`config.mk`:
```
export PLATFORM = sky130hd
export DESIGN_NAME = gate_sweep_ctrl
export DESIGN_NICKNAME = d
export VERILOG_FILES = /design/src/rtl/gate_sweep_pkg.sv /design/src/rtl/settle_timer.sv /design/src/rtl/gate_sweep_ctrl.sv
export SDC_FILE = /design/constraint.sdc
export NUM_CORES = 1
export LEC_CHECK = 0
export CORE_MARGIN = 5
export CORE_UTILIZATION = 35
export CTS_CLUSTER_DIAMETER = 40
export CTS_CLUSTER_SIZE = 30
export DETAILED_ROUTE_END_ITERATION = 16
export SYNTH_ARGS = -nofsm -noshare
export SYNTH_HDL_FRONTEND = slang
export SYNTH_SLANG_ARGS = --single-unit
```
`constraint.sdc`:
```
create_clock -name clk -period 1.8 [get_ports clk]
set_input_delay 0.36 -clock clk [delete_from_list [all_inputs] [get_ports clk]]
set_output_delay 0.36 -clock clk [all_outputs]
set_load 0.05 [all_outputs]
```
`src/rtl/gate_sweep_pkg.sv`:
```
// Shared state type, Gray vector order and reference truth tables
// for the gate sweep sequencer.
package gate_sweep_pkg;

  typedef enum logic [1:0] {
    IDLE,
    APPLY,
    SAMPLE,
    DONE
  } sweep_state_t;

  // Sweep order {in_1,in_2}: one input toggles per step so the gate sees no double transitions.
  localparam logic [1:0] GRAY_VEC [4] = '{2'b00, 2'b01, 2'b11, 2'b10};

  localparam logic [3:0] TT_AND  = 4'b1000;
  localparam logic [3:0] TT_OR   = 4'b1110;
  localparam logic [3:0] TT_XOR  = 4'b0110;
  localparam logic [3:0] TT_NAND = 4'b0111;

endpackage

```
`src/rtl/settle_timer.sv`:
```
// Loadable down-counter that flags expiry when it reaches zero; used to
// hold each sweep vector for a fixed number of cycles.
module settle_timer #(
  parameter int              WIDTH      = 3,
  parameter logic [WIDTH-1:0] LOAD_VALUE = '0
) (
  input  logic clk,
  input  logic rst_n,
  input  logic load,
  input  logic en,
  output logic expire
);

  logic [WIDTH-1:0] count;

  // Stops at zero instead of wrapping; the sequencer reloads it per vector.
  always_ff @(posedge clk or negedge rst_n) begin
    if (!rst_n) begin
      count <= '0;
    end else if (load) begin
      count <= LOAD_VALUE;
    end else if (en && (count != '0)) begin
      count <= count - WIDTH'(1);
    end
  end

  assign expire = (count == '0);

endmodule

```
`src/rtl/gate_sweep_ctrl.sv`:
```
// Sweeps a 2-input gate through all four input vectors in Gray order,
// captures its output per vector and compares against an expected table.
module gate_sweep_ctrl
  import gate_sweep_pkg::*;
#(
  parameter int         SETTLE_CYCLES = 4,
  parameter logic [3:0] EXPECTED      = TT_AND
) (
  input  logic       clk,
  input  logic       rst_n,
  input  logic       start,
  input  logic       abort,
  output logic       in_1,
  output logic       in_2,
  input  logic       out_1,
  output logic       busy,
  output logic       done,
  output logic [3:0] truth_table,
  output logic [3:0] mismatch_mask,
  output logic       pass
);

  localparam int CW = $clog2(SETTLE_CYCLES + 1);

  sweep_state_t state, state_next;
  logic [1:0]   vec_idx;
  logic         timer_load, timer_en, timer_expire;
  logic         accept_start, do_abort, do_capture;
  logic         last_vec;

  assign last_vec = (vec_idx == 2'd3);

  settle_timer #(
    .WIDTH      (CW),
    .LOAD_VALUE (CW'(SETTLE_CYCLES - 1))
  ) u_settle_timer (
    .clk    (clk),
    .rst_n  (rst_n),
    .load   (timer_load),
    .en     (timer_en),
    .expire (timer_expire)
  );

  // Abort wins over both the settle expiry and the SAMPLE capture.
  always_comb begin
    state_next   = state;
    timer_load   = 1'b0;
    timer_en     = 1'b0;
    accept_start = 1'b0;
    do_abort     = 1'b0;
    do_capture   = 1'b0;
    unique case (state)
      IDLE: begin
        if (start) begin
          accept_start = 1'b1;
          timer_load   = 1'b1;
          state_next   = APPLY;
        end
      end
      APPLY: begin
        if (abort) begin
          do_abort   = 1'b1;
          state_next = IDLE;
        end else if (timer_expire) begin
          state_next = SAMPLE;
        end else begin
          timer_en = 1'b1;
        end
      end
      SAMPLE: begin
        if (abort) begin
          do_abort   = 1'b1;
          state_next = IDLE;
        end else begin
          do_capture = 1'b1;
          if (last_vec) begin
            state_next = DONE;
          end else begin
            timer_load = 1'b1;
            state_next = APPLY;
          end
        end
      end
      DONE: begin
        state_next = IDLE;
      end
      default: begin
        state_next = IDLE;
      end
    endcase
  end

  // Gate drives are registered so the device under test only sees edge-aligned changes.
  always_ff @(posedge clk or negedge rst_n) begin
    if (!rst_n) begin
      state   <= IDLE;
      vec_idx <= 2'd0;
      in_1    <= 1'b0;
      in_2    <= 1'b0;
    end else begin
      state <= state_next;
      if (accept_start) begin
        vec_idx      <= 2'd0;
        {in_1, in_2} <= GRAY_VEC[0];
      end else if (do_abort) begin
        {in_1, in_2} <= 2'b00;
      end else if (do_capture) begin
        if (last_vec) begin
          {in_1, in_2} <= 2'b00;
        end else begin
          vec_idx      <= vec_idx + 2'd1;
          {in_1, in_2} <= GRAY_VEC[vec_idx + 2'd1];
        end
      end
    end
  end

  // An aborted sweep keeps its partial table for debug but never reports a pass.
  always_ff @(posedge clk or negedge rst_n) begin
    if (!rst_n) begin
      truth_table   <= 4'b0000;
      mismatch_mask <= 4'b0000;
      pass          <= 1'b0;
    end else if (accept_start) begin
      truth_table   <= 4'b0000;
      mismatch_mask <= 4'b0000;
      pass          <= 1'b0;
    end else if (do_abort) begin
      pass <= 1'b0;
    end else begin
      if (do_capture) begin
        truth_table[{in_1, in_2}] <= out_1;
      end
      if (state == DONE) begin
        mismatch_mask <= truth_table ^ EXPECTED;
        pass          <= (truth_table == EXPECTED);
      end
    end
  end

  assign busy = (state != IDLE);
  assign done = (state == DONE);

endmodule
```
==> results.sh, run 1 <==
export IMPL_synth_flop_cell="dfrtp_1"
export IMPL_drt_iter0_drc=41
export IMPL_worstMarginPinSlew_ns=0.3288
export IMPL_cpMostUsedCell="inv_1"
export IMPL_reg2reg_from="state[0]"
export IMPL_yosys_warnings=0
export IMPL_clockBufferDepth=2
export IMPL_critPathRequiredTime_ns=1.44
export IMPL_antenna_found_initial=0
export IMPL_layout_area_seq_um2=450.4
export IMPL_ys_ff_latch=18
export IMPL_clock_root_buffer="clkbuf_4"
export IMPL_hold_buffers=0
export IMPL_drv_cap=0
export IMPL_cp_slowest_cell="dfrtp_1"
export IMPL_cp_arrival_ns=1.32
export IMPL_nFillCells=278
export IMPL_endpoint="busy"
export IMPL_hold_viol=0
export IMPL_worstSetupStartpointType="flop"
export IMPL_cp_num_buf_inv=3
export IMPL_dp_cells=146
export IMPL_clk_latency_ns=0.29
export IMPL_startpoint="state[1]"
export IMPL_setup_viol=0
export IMPL_grt_usage=0.1160
export IMPL_r2r_slack_ns=0.22
export IMPL_ctsResizeCount=0
export IMPL_cp_slowest_stage_delay_ns=0.43
export IMPL_die_area_um2=4216
export IMPL_io_buffer_count=17
export IMPL_crit_cells=4
export IMPL_slew_headroom=0.7808
export IMPL_grt_overflow=0
export IMPL_netlist_instances=94
export IMPL_rsz0062_at_grt="false"
export IMPL_routed_via_density=4.966
export IMPL_multi_input_area_um2=563.0
export IMPL_worstSetupPathType="flop to output pin"
export IMPL_path_cells="inv_1 > ha_1 > inv_1 > buf_12"
export IMPL_synthToLayoutAreaGrowth_pct=23.93
export IMPL_cts_htree_levels=1
export IMPL_grt_pass1_wl_mm=3.788
export IMPL_ioPinCount=18
export IMPL_wl_per_cell_um=14.60
export IMPL_p_leak_nw=0.6287
export IMPL_synth_enable_flop_cells=0
export IMPL_worstPathMaxFanout=5
export IMPL_synth_avg_cell_area_um2=11.23
export IMPL_hp_class="input pin to asynchronous set/reset pin"
export IMPL_r2r_end="in_2"
export IMPL_synth_cell_types=33
export IMPL_slew_viol_final=0
export IMPL_final_cells=149
export IMPL_gp_congestion=0.7175
export IMPL_tritoncts="built"
export IMPL_layout_min_cycle_time_ns=1.683
export IMPL_grt_pass1_vias=810
export IMPL_fp_coreArea_um2=2978
export IMPL_layout_common_cells="dfrtp_1 (18), buf_4 (14), nor2_1 (11), mux2i_1 (10), ha_1 (9)"
export IMPL_post_cts_buffers=0
export IMPL_num_antenna_cells=0
export IMPL_status="finished, final reports clean"
export IMPL_nNetsFinal=132
export IMPL_tns_ns=0
export IMPL_synth_area_um2=1056
export IMPL_clk_pin_slew_ns=0.10
export IMPL_cts_sinks=18
export IMPL_crit_path_end_kind="output pin"
export IMPL_crit_family="flip-flops"
export IMPL_initial_core_util=0.3546
export IMPL_die_w_um=64.93
export IMPL_finalWirelength_mm=2.176
export IMPL_die_y_um=64.93
export IMPL_drtAntennaViolNets=0
export IMPL_cts_buffers_inserted=3
export IMPL_rows=20
export IMPL_ir_worst_vdd_mv=0.5828
export IMPL_fin_worst_skew_ns=0.007945
export IMPL_reg2reg_depth=5
export IMPL_max_freq_ghz=0.5943
export IMPL_drtPass1Iterations=4
export IMPL_layout_commonest_cell="dfrtp_1"
export IMPL_period_share=0.9348
export IMPL_drive_gt1_frac=0.2328
export IMPL_dr_total_vias=740
export IMPL_dp_hpwl_mm=1.645
export IMPL_grt_max_degree=19
export IMPL_synthArstFlopShare=1.000
export IMPL_drc=0
export IMPL_seq_area_frac_synth=0.4265
export IMPL_syn_num_nets=108
export IMPL_power_density_nw_per_um2=927.7
==> state kept, by name, summed over array words and instances (netlist names) <==
signal,count
mismatch_mask,4
state,2
in_1,1
truth_table,4
u_settle_timer.count,3
vec_idx,2
pass,1
in_2,1
==> through the flow <==
| stage | total power [W] | hold slack, ns | util | setup slack, ns | instance area, um^2 |
|---|---|---|---|---|---|
| 6_report | 0.001214 | 0.3885 | 0.4395 | 0.1174 | 1309 |
| 5_1_grt | 0.001314 | 0.4006 | 0.4395 | 0.01335 | 1309 |
| 4_1_cts | 0.001241 | 0.3862 | 0.4395 | 0.1216 | 1309 |
| 3_5_place_dp | 0.001033 | 0.5040 | 0.4319 | 0.1024 | 1286 |
| 3_3_place_gp | 0.001016 | 0.5061 | 0.4319 | 0.1244 | 1286 |
| 2_1_floorplan | 0.0008468 | 0.06441 | - | 0.2137 | 1056 |
==> layout make-up <==
| type | instances | area share |
|---|---|---|
| clock buffers | 3 | 0.01721 |
| inverters | 7 | 0.02008 |
| multi-input cells | 67 | 0.4302 |
| flip-flops and latches | 18 | 0.3442 |
| well taps | 33 | 0.03155 |
| repair buffers | 21 | 0.1568 |
==> worst min path at each step <==
stage | end | startpoint
after floorplan | in_1 | rst_n
after global placement | mismatch_mask[0] | mismatch_mask[0]
after detailed placement | u_settle_timer.count[0] | u_settle_timer.count[0]
after CTS | in_1 | rst_n
after global routing | truth_table[2] | rst_n
final | truth_table[2] | rst_n
==> logic make-up after synthesis <==
group	after synthesis	share of synthesized area
AO/OA/AOI/OAI	14	0.1043
XOR/XNOR	3	0.02489
adder cells (fa/ha/maj)	9	0.1066
buffers and inverters	9	0.04028
flip-flops	18	0.4265
multiplexers	10	0.09479
AND/OR/NAND/NOR	31	0.2026
==> layer usage <==
layer	up-vias	wire, um	global-route usage
met5	-	0	0
met4	0	12	0.02111
met3	2	94	0.04333
met2	11	1045	0.1890
met1	358	1024	0.1472
li1	369	-	-
==> worst reg2reg max path: cells and delay by family (launching register included) <==
kind                     cells  cell delay (ns)
AO/OA/AOI/OAI                1             0.14
adder cells (fa/ha/maj)      1             0.37
buffers and inverters        1             0.12
flip-flops                   1             0.41
AND/OR/NAND/NOR              2             0.48
==> synth_stat cells, types with 2 or more instances <==
cell type   n  area share
ha_1        9        0.11
a21oi_2     2       0.017
nor2_1     11       0.039
inv_1       7       0.025
mux2i_1    10       0.095
a21oi_1     2      0.0095
xnor2_1     2       0.017
o21ai_0     3       0.014
dfrtp_1    18        0.43
and4bb_1    2       0.024
nand2_1     6       0.021
==> power breakdown <==
group	internal, W	switching (W)
logic	0.000233	0.000295
clock network	0.0000777	0.000119
registers	0.000455	0.0000343
(Power assumes the default switching activity.)
==> inputs of run 2 (changes only) <==
--- a/config.mk
+++ b/config.mk
@@ -6,7 +6,7 @@
 export NUM_CORES = 1
 export LEC_CHECK = 0
 export CORE_MARGIN = 5
-export CORE_UTILIZATION = 35
+export CORE_UTILIZATION = 40
 export CTS_CLUSTER_DIAMETER = 40
 export CTS_CLUSTER_SIZE = 30
 export DETAILED_ROUTE_END_ITERATION = 16
==> results.sh, run 2 (synthesized netlist as in run 1, its figures left out) <==
export IMPL_status="finished, final reports clean"
export IMPL_grt_max_degree=19
export IMPL_cts_sinks=18
export IMPL_nNetsFinal=131
export IMPL_reg2reg_depth=5
export IMPL_grt_pass1_wl_mm=3.636
export IMPL_cts_htree_levels=1
export IMPL_period_share=0.9366
export IMPL_layout_common_cells="dfrtp_1 (18), buf_4 (13), nor2_1 (11), mux2i_1 (10), ha_1 (8)"
export IMPL_p_leak_nw=0.6297
export IMPL_met2_usage=0.2160
export IMPL_r2r_slack_ns=0.20
export IMPL_drive_gt1_frac=0.2414
export IMPL_ir_worst_vdd_mv=0.6893
export IMPL_drtPass1Iterations=4
export IMPL_die_w_um=61.38
export IMPL_tns_ns=0
export IMPL_worstPathMaxFanout=4
export IMPL_initial_core_util=0.4224
export IMPL_fin_worst_skew_ns=0.008407
export IMPL_worstSetupStartpointType="flop"
export IMPL_clock_root_buffer="clkbuf_4"
export IMPL_rsz0062_at_grt="false"
export IMPL_grt_overflow=0
export IMPL_hold_slack_ns=0.3892
export IMPL_finalWirelength_mm=2.051
export IMPL_clk_latency_ns=0.29
export IMPL_top_usage_layer="met2"
export IMPL_drv_cap=0
export IMPL_biggestRegsByFlops="mismatch_mask x4, truth_table x4, u_settle_timer.count x3"
export IMPL_clk_pin_slew_ns=0.11
export IMPL_crit_path_end_kind="output pin"
export IMPL_routed_via_density=5.007
export IMPL_wl_per_cell_um=14.05
export IMPL_die_area_um2=3768
export IMPL_slew_headroom=0.7814
export IMPL_die_y_um=61.38
export IMPL_cts_buffers_inserted=3
export IMPL_grt_usage=0.1304
export IMPL_clockBufferDepth=2
export IMPL_io_buffer_count=17
export IMPL_gp_congestion=0.7053
export IMPL_worstSetupPathType="flop to output pin"
export IMPL_drt_iter0_drc=31
export IMPL_dr_total_vias=731
export IMPL_tritoncts="built"
export IMPL_reg2reg_from="state[0]"
export IMPL_dp_hpwl_mm=1.520
export IMPL_num_antenna_cells=0
export IMPL_setup_viol=0
export IMPL_grt_pass1_vias=781
export IMPL_layout_commonest_cell="dfrtp_1"
export IMPL_drtAntennaViolNets=0
export IMPL_power_density_nw_per_um2=960.6
export IMPL_use_met1=0.1701
export IMPL_r2r_end="in_2"
export IMPL_max_freq_ghz=0.5932
export IMPL_rows=18
export IMPL_hp_class="input pin to asynchronous set/reset pin"
export IMPL_drc=0
export IMPL_post_cts_buffers=0
export IMPL_antenna_found_initial=0
export IMPL_hold_viol=0
export IMPL_slew_viol_final=0
export IMPL_worstMarginPinSlew_ns=0.3280
export IMPL_cp_arrival_ns=1.33
export IMPL_critPathRequiredTime_ns=1.44
export IMPL_layout_min_cycle_time_ns=1.686
export IMPL_ioPinCount=18
export IMPL_use_met3=0.02516
export IMPL_fp_coreArea_um2=2500
export IMPL_p_total_w=0.001262
export IMPL_synthToLayoutAreaGrowth_pct=24.41
[run 2: layout make-up]
class,instances,area [um^2]
multi-input combinational,67,565.5
sequential,18,450.4
tap,30,37.54
fill,224,1186
clock buffer,4,36.28
timing repair buffer,20,197.7
inverter,7,26.28
[run 2: worst max path at each step]
stage,startpoint,end,slack [ns]
4_1_cts,state[0],busy,0.09
3_5_place_dp,abort,in_2,0.09
6_report,state[0],busy,0.11
2_1_floorplan,state[1],mismatch_mask[0],0.21
3_3_place_gp,abort,in_2,0.12
5_1_grt,state[0],busy,0.03
[run 2: worst max-delay path, stage by stage, from the launching register on]
cell and delay (ns):
dfrtp_1 0.42, inv_1 0.14, ha_2 0.23, inv_1 0.09, buf_12 0.15
[run 2: what timing repair did]
action	in CTS	in global routing
setup endpoints to repair	0	1
hold buffers	0	0
gates resized for setup	0	1
[run 2: per-stage QoR]
stage	util	area, um^2	setup WS [ns]	cells
after floorplan	-	1056	0.2137	94
after global placement	0.5100	1275	0.1164	142
after detailed placement	0.5100	1275	0.08702	142
after CTS	0.5245	1311	0.08881	146
after global routing	0.5255	1314	0.03055	146
final	0.5255	1314	0.1141	146
[run 2: report_power, final]
part / switching (W) / internal (W)
logic: 0.000296 / 0.000230
registers: 0.0000344 / 0.000455
clock network: 0.000124 / 0.000123
total: 0.000454 / 0.000808
[run 2: metal layers]
layer / vias up / routed length (um)
li1: 368 / -
met1: 349 / 945
met2: 12 / 979
met3: 2 / 104
met4: 0 / 21
met5: - / 0
==> inputs of run 3 (changes only) <==
--- a/config.mk
+++ b/config.mk
@@ -6,10 +6,12 @@
 export NUM_CORES = 1
 export LEC_CHECK = 0
 export CORE_MARGIN = 5
-export CORE_UTILIZATION = 40
+export CORE_UTILIZATION = 48
+export CTS_BUF_LIST = sky130_fd_sc_hd__clkbuf_8
 export CTS_CLUSTER_DIAMETER = 40
 export CTS_CLUSTER_SIZE = 30
 export DETAILED_ROUTE_END_ITERATION = 16
+export PLACE_DENSITY = 0.73
 export SYNTH_ARGS = -nofsm -noshare
 export SYNTH_HDL_FRONTEND = slang
 export SYNTH_SLANG_ARGS = --single-unit
==> results.sh, run 3 (synthesized netlist as in run 1, its figures left out) <==
export IMPL_slew_viol_final=0
export IMPL_drive_gt1_frac=0.2458
export IMPL_layout_commonest_cell="dfrtp_1"
export IMPL_reg2reg_from="state[0]"
export IMPL_reg2reg_depth=5
export IMPL_die_y_um=56.91
export IMPL_ctsResizeCount=0
export IMPL_hp_class="input pin to asynchronous set/reset pin"
export IMPL_layout_common_cells="dfrtp_1 (18), buf_4 (15), nor2_1 (11), mux2i_1 (10), ha_1 (9)"
export IMPL_place_area_um2=1287
export IMPL_grt_pass1_wl_mm=3.415
export IMPL_power_density_nw_per_um2=1007
export IMPL_clockBufferDepth=2
export IMPL_rows=17
export IMPL_dr_total_vias=757
export IMPL_slew_headroom=0.7653
export IMPL_drc=0
export IMPL_die_w_um=56.91
export IMPL_hold_buffers=0
export IMPL_drt_iter0_drc=9
export IMPL_synthToLayoutAreaGrowth_pct=27.13
export IMPL_max_freq_ghz=0.6202
export IMPL_ioPinCount=18
export IMPL_cp_slowest_stage_delay_ns=0.43
export IMPL_path_cells="inv_1 > ha_1 > inv_1 > buf_12"
export IMPL_fin_worst_skew_ns=0.003452
export IMPL_cp_slowest_cell="dfrtp_1"
export IMPL_clk_latency_ns=0.25
export IMPL_drv_cap=0
export IMPL_die_area_um2=3238
export IMPL_fin_util=0.6249
export IMPL_crit_family="flip-flops"
export IMPL_num_antenna_cells=0
export IMPL_status="finished, final reports clean"
export IMPL_initial_core_util=0.4916
export IMPL_wl_per_cell_um=13.60
export IMPL_worstMarginPinSlew_ns=0.3521
export IMPL_layout_min_cycle_time_ns=1.612
export IMPL_grt_max_degree=19
export IMPL_fp_coreArea_um2=2148
export IMPL_dp_hpwl_mm=1.515
export IMPL_r2r_end="truth_table[0]"
export IMPL_post_cts_buffers=0
export IMPL_io_buffer_count=17
export IMPL_worstSetupPathType="flop to output pin"
export IMPL_p_leak_nw=0.6488
export IMPL_gp_congestion=0.8513
export IMPL_hold_viol=0
export IMPL_r2r_slack_ns=0.21
export IMPL_drtPass1Iterations=4
export IMPL_period_share=0.8957
export IMPL_cp_arrival_ns=1.25
export IMPL_cts_sinks=18
export IMPL_grt_usage=0.1298
export IMPL_worstSetupStartpointType="flop"
export IMPL_crit_path_end_kind="output pin"
export IMPL_routed_via_density=5.185
export IMPL_antenna_found_initial=0
export IMPL_setup_viol=0
export IMPL_cpMostUsedCell="inv_1"
export IMPL_clock_root_buffer="clkbuf_8"
export IMPL_final_area_um2=1343
export IMPL_rsz0062_at_grt="false"
export IMPL_clk_pin_slew_ns=0.07
export IMPL_cts_htree_levels=1
export IMPL_ir_worst_vdd_mv=0.7333
export IMPL_cts_buffers_inserted=3
export IMPL_grt_pass1_vias=721
export IMPL_biggestRegsByFlops="mismatch_mask x4, truth_table x4, u_settle_timer.count x3"
export IMPL_tns_ns=0
export IMPL_worstPathMaxFanout=5
export IMPL_finalWirelength_mm=1.986
export IMPL_nNetsFinal=133
export IMPL_drtAntennaViolNets=0
export IMPL_grt_overflow=0
export IMPL_cp_num_buf_inv=3
export IMPL_critPathRequiredTime_ns=1.44
export IMPL_tritoncts="built"
-- run 3: worst max-delay path by stage --
stage	from	depth (start not counted)	slack [ns]	endpoint
after floorplan	state[1]	4	0.21	mismatch_mask[0]
after global placement	abort	5	0.12	in_2
after detailed placement	abort	5	0.1	in_2
after CTS	state[1]	4	0.19	busy
after global routing	state[0]	5	0.10	truth_table[0]
final	state[1]	4	0.19	busy
-- run 3: through the flow --
stage / total power (W) / cells / hold slack (ns) / setup WS [ns]
floorplan: 0.0008468 / 94 / 0.06441 / 0.2137
global placement: 0.001027 / 142 / 0.5041 / 0.1244
detailed placement: 0.001034 / 142 / 0.5089 / 0.09640
CTS: 0.001362 / 146 / 0.4364 / 0.1876
global route: 0.001425 / 146 / 0.4570 / 0.1039
finish: 0.001353 / 146 / 0.4299 / 0.1877
-- run 3: per-layer routing --
metal | up-vias | global-route usage | wire length, um
met5 | - | 0 | 0
met4 | 0 | 0.02980 | 14
met3 | 2 | 0.03678 | 82
met2 | 17 | 0.2088 | 930
met1 | 362 | 0.1730 | 958
li1 | 376 | - | -
-- run 3: area by class of cell --
cell class	count	area, um^2
Clock buffer	4	55.05
Fill cell	166	805.8
Inverter	7	26.28
Multi-Input combinational cell	67	563.0
Sequential cell	18	450.4
Tap cell	28	35.03
Timing Repair Buffer	22	212.7
-- run 3: worst register-to-register path, stage by stage (launching register included) --
cell	delay, ns
dfrtp_1	0.41
inv_1	0.14
ha_1	0.39
nor4b_4	0.28
mux2i_1	0.22
nor2_1	0.05
-- run 3: power by group --
group,leakage [nW],internal [W],switching (W)
clock,0.0288,0.000194,0.000134
sequential,0.241,0.000455,0.0000360
combinational,0.379,0.000241,0.000293
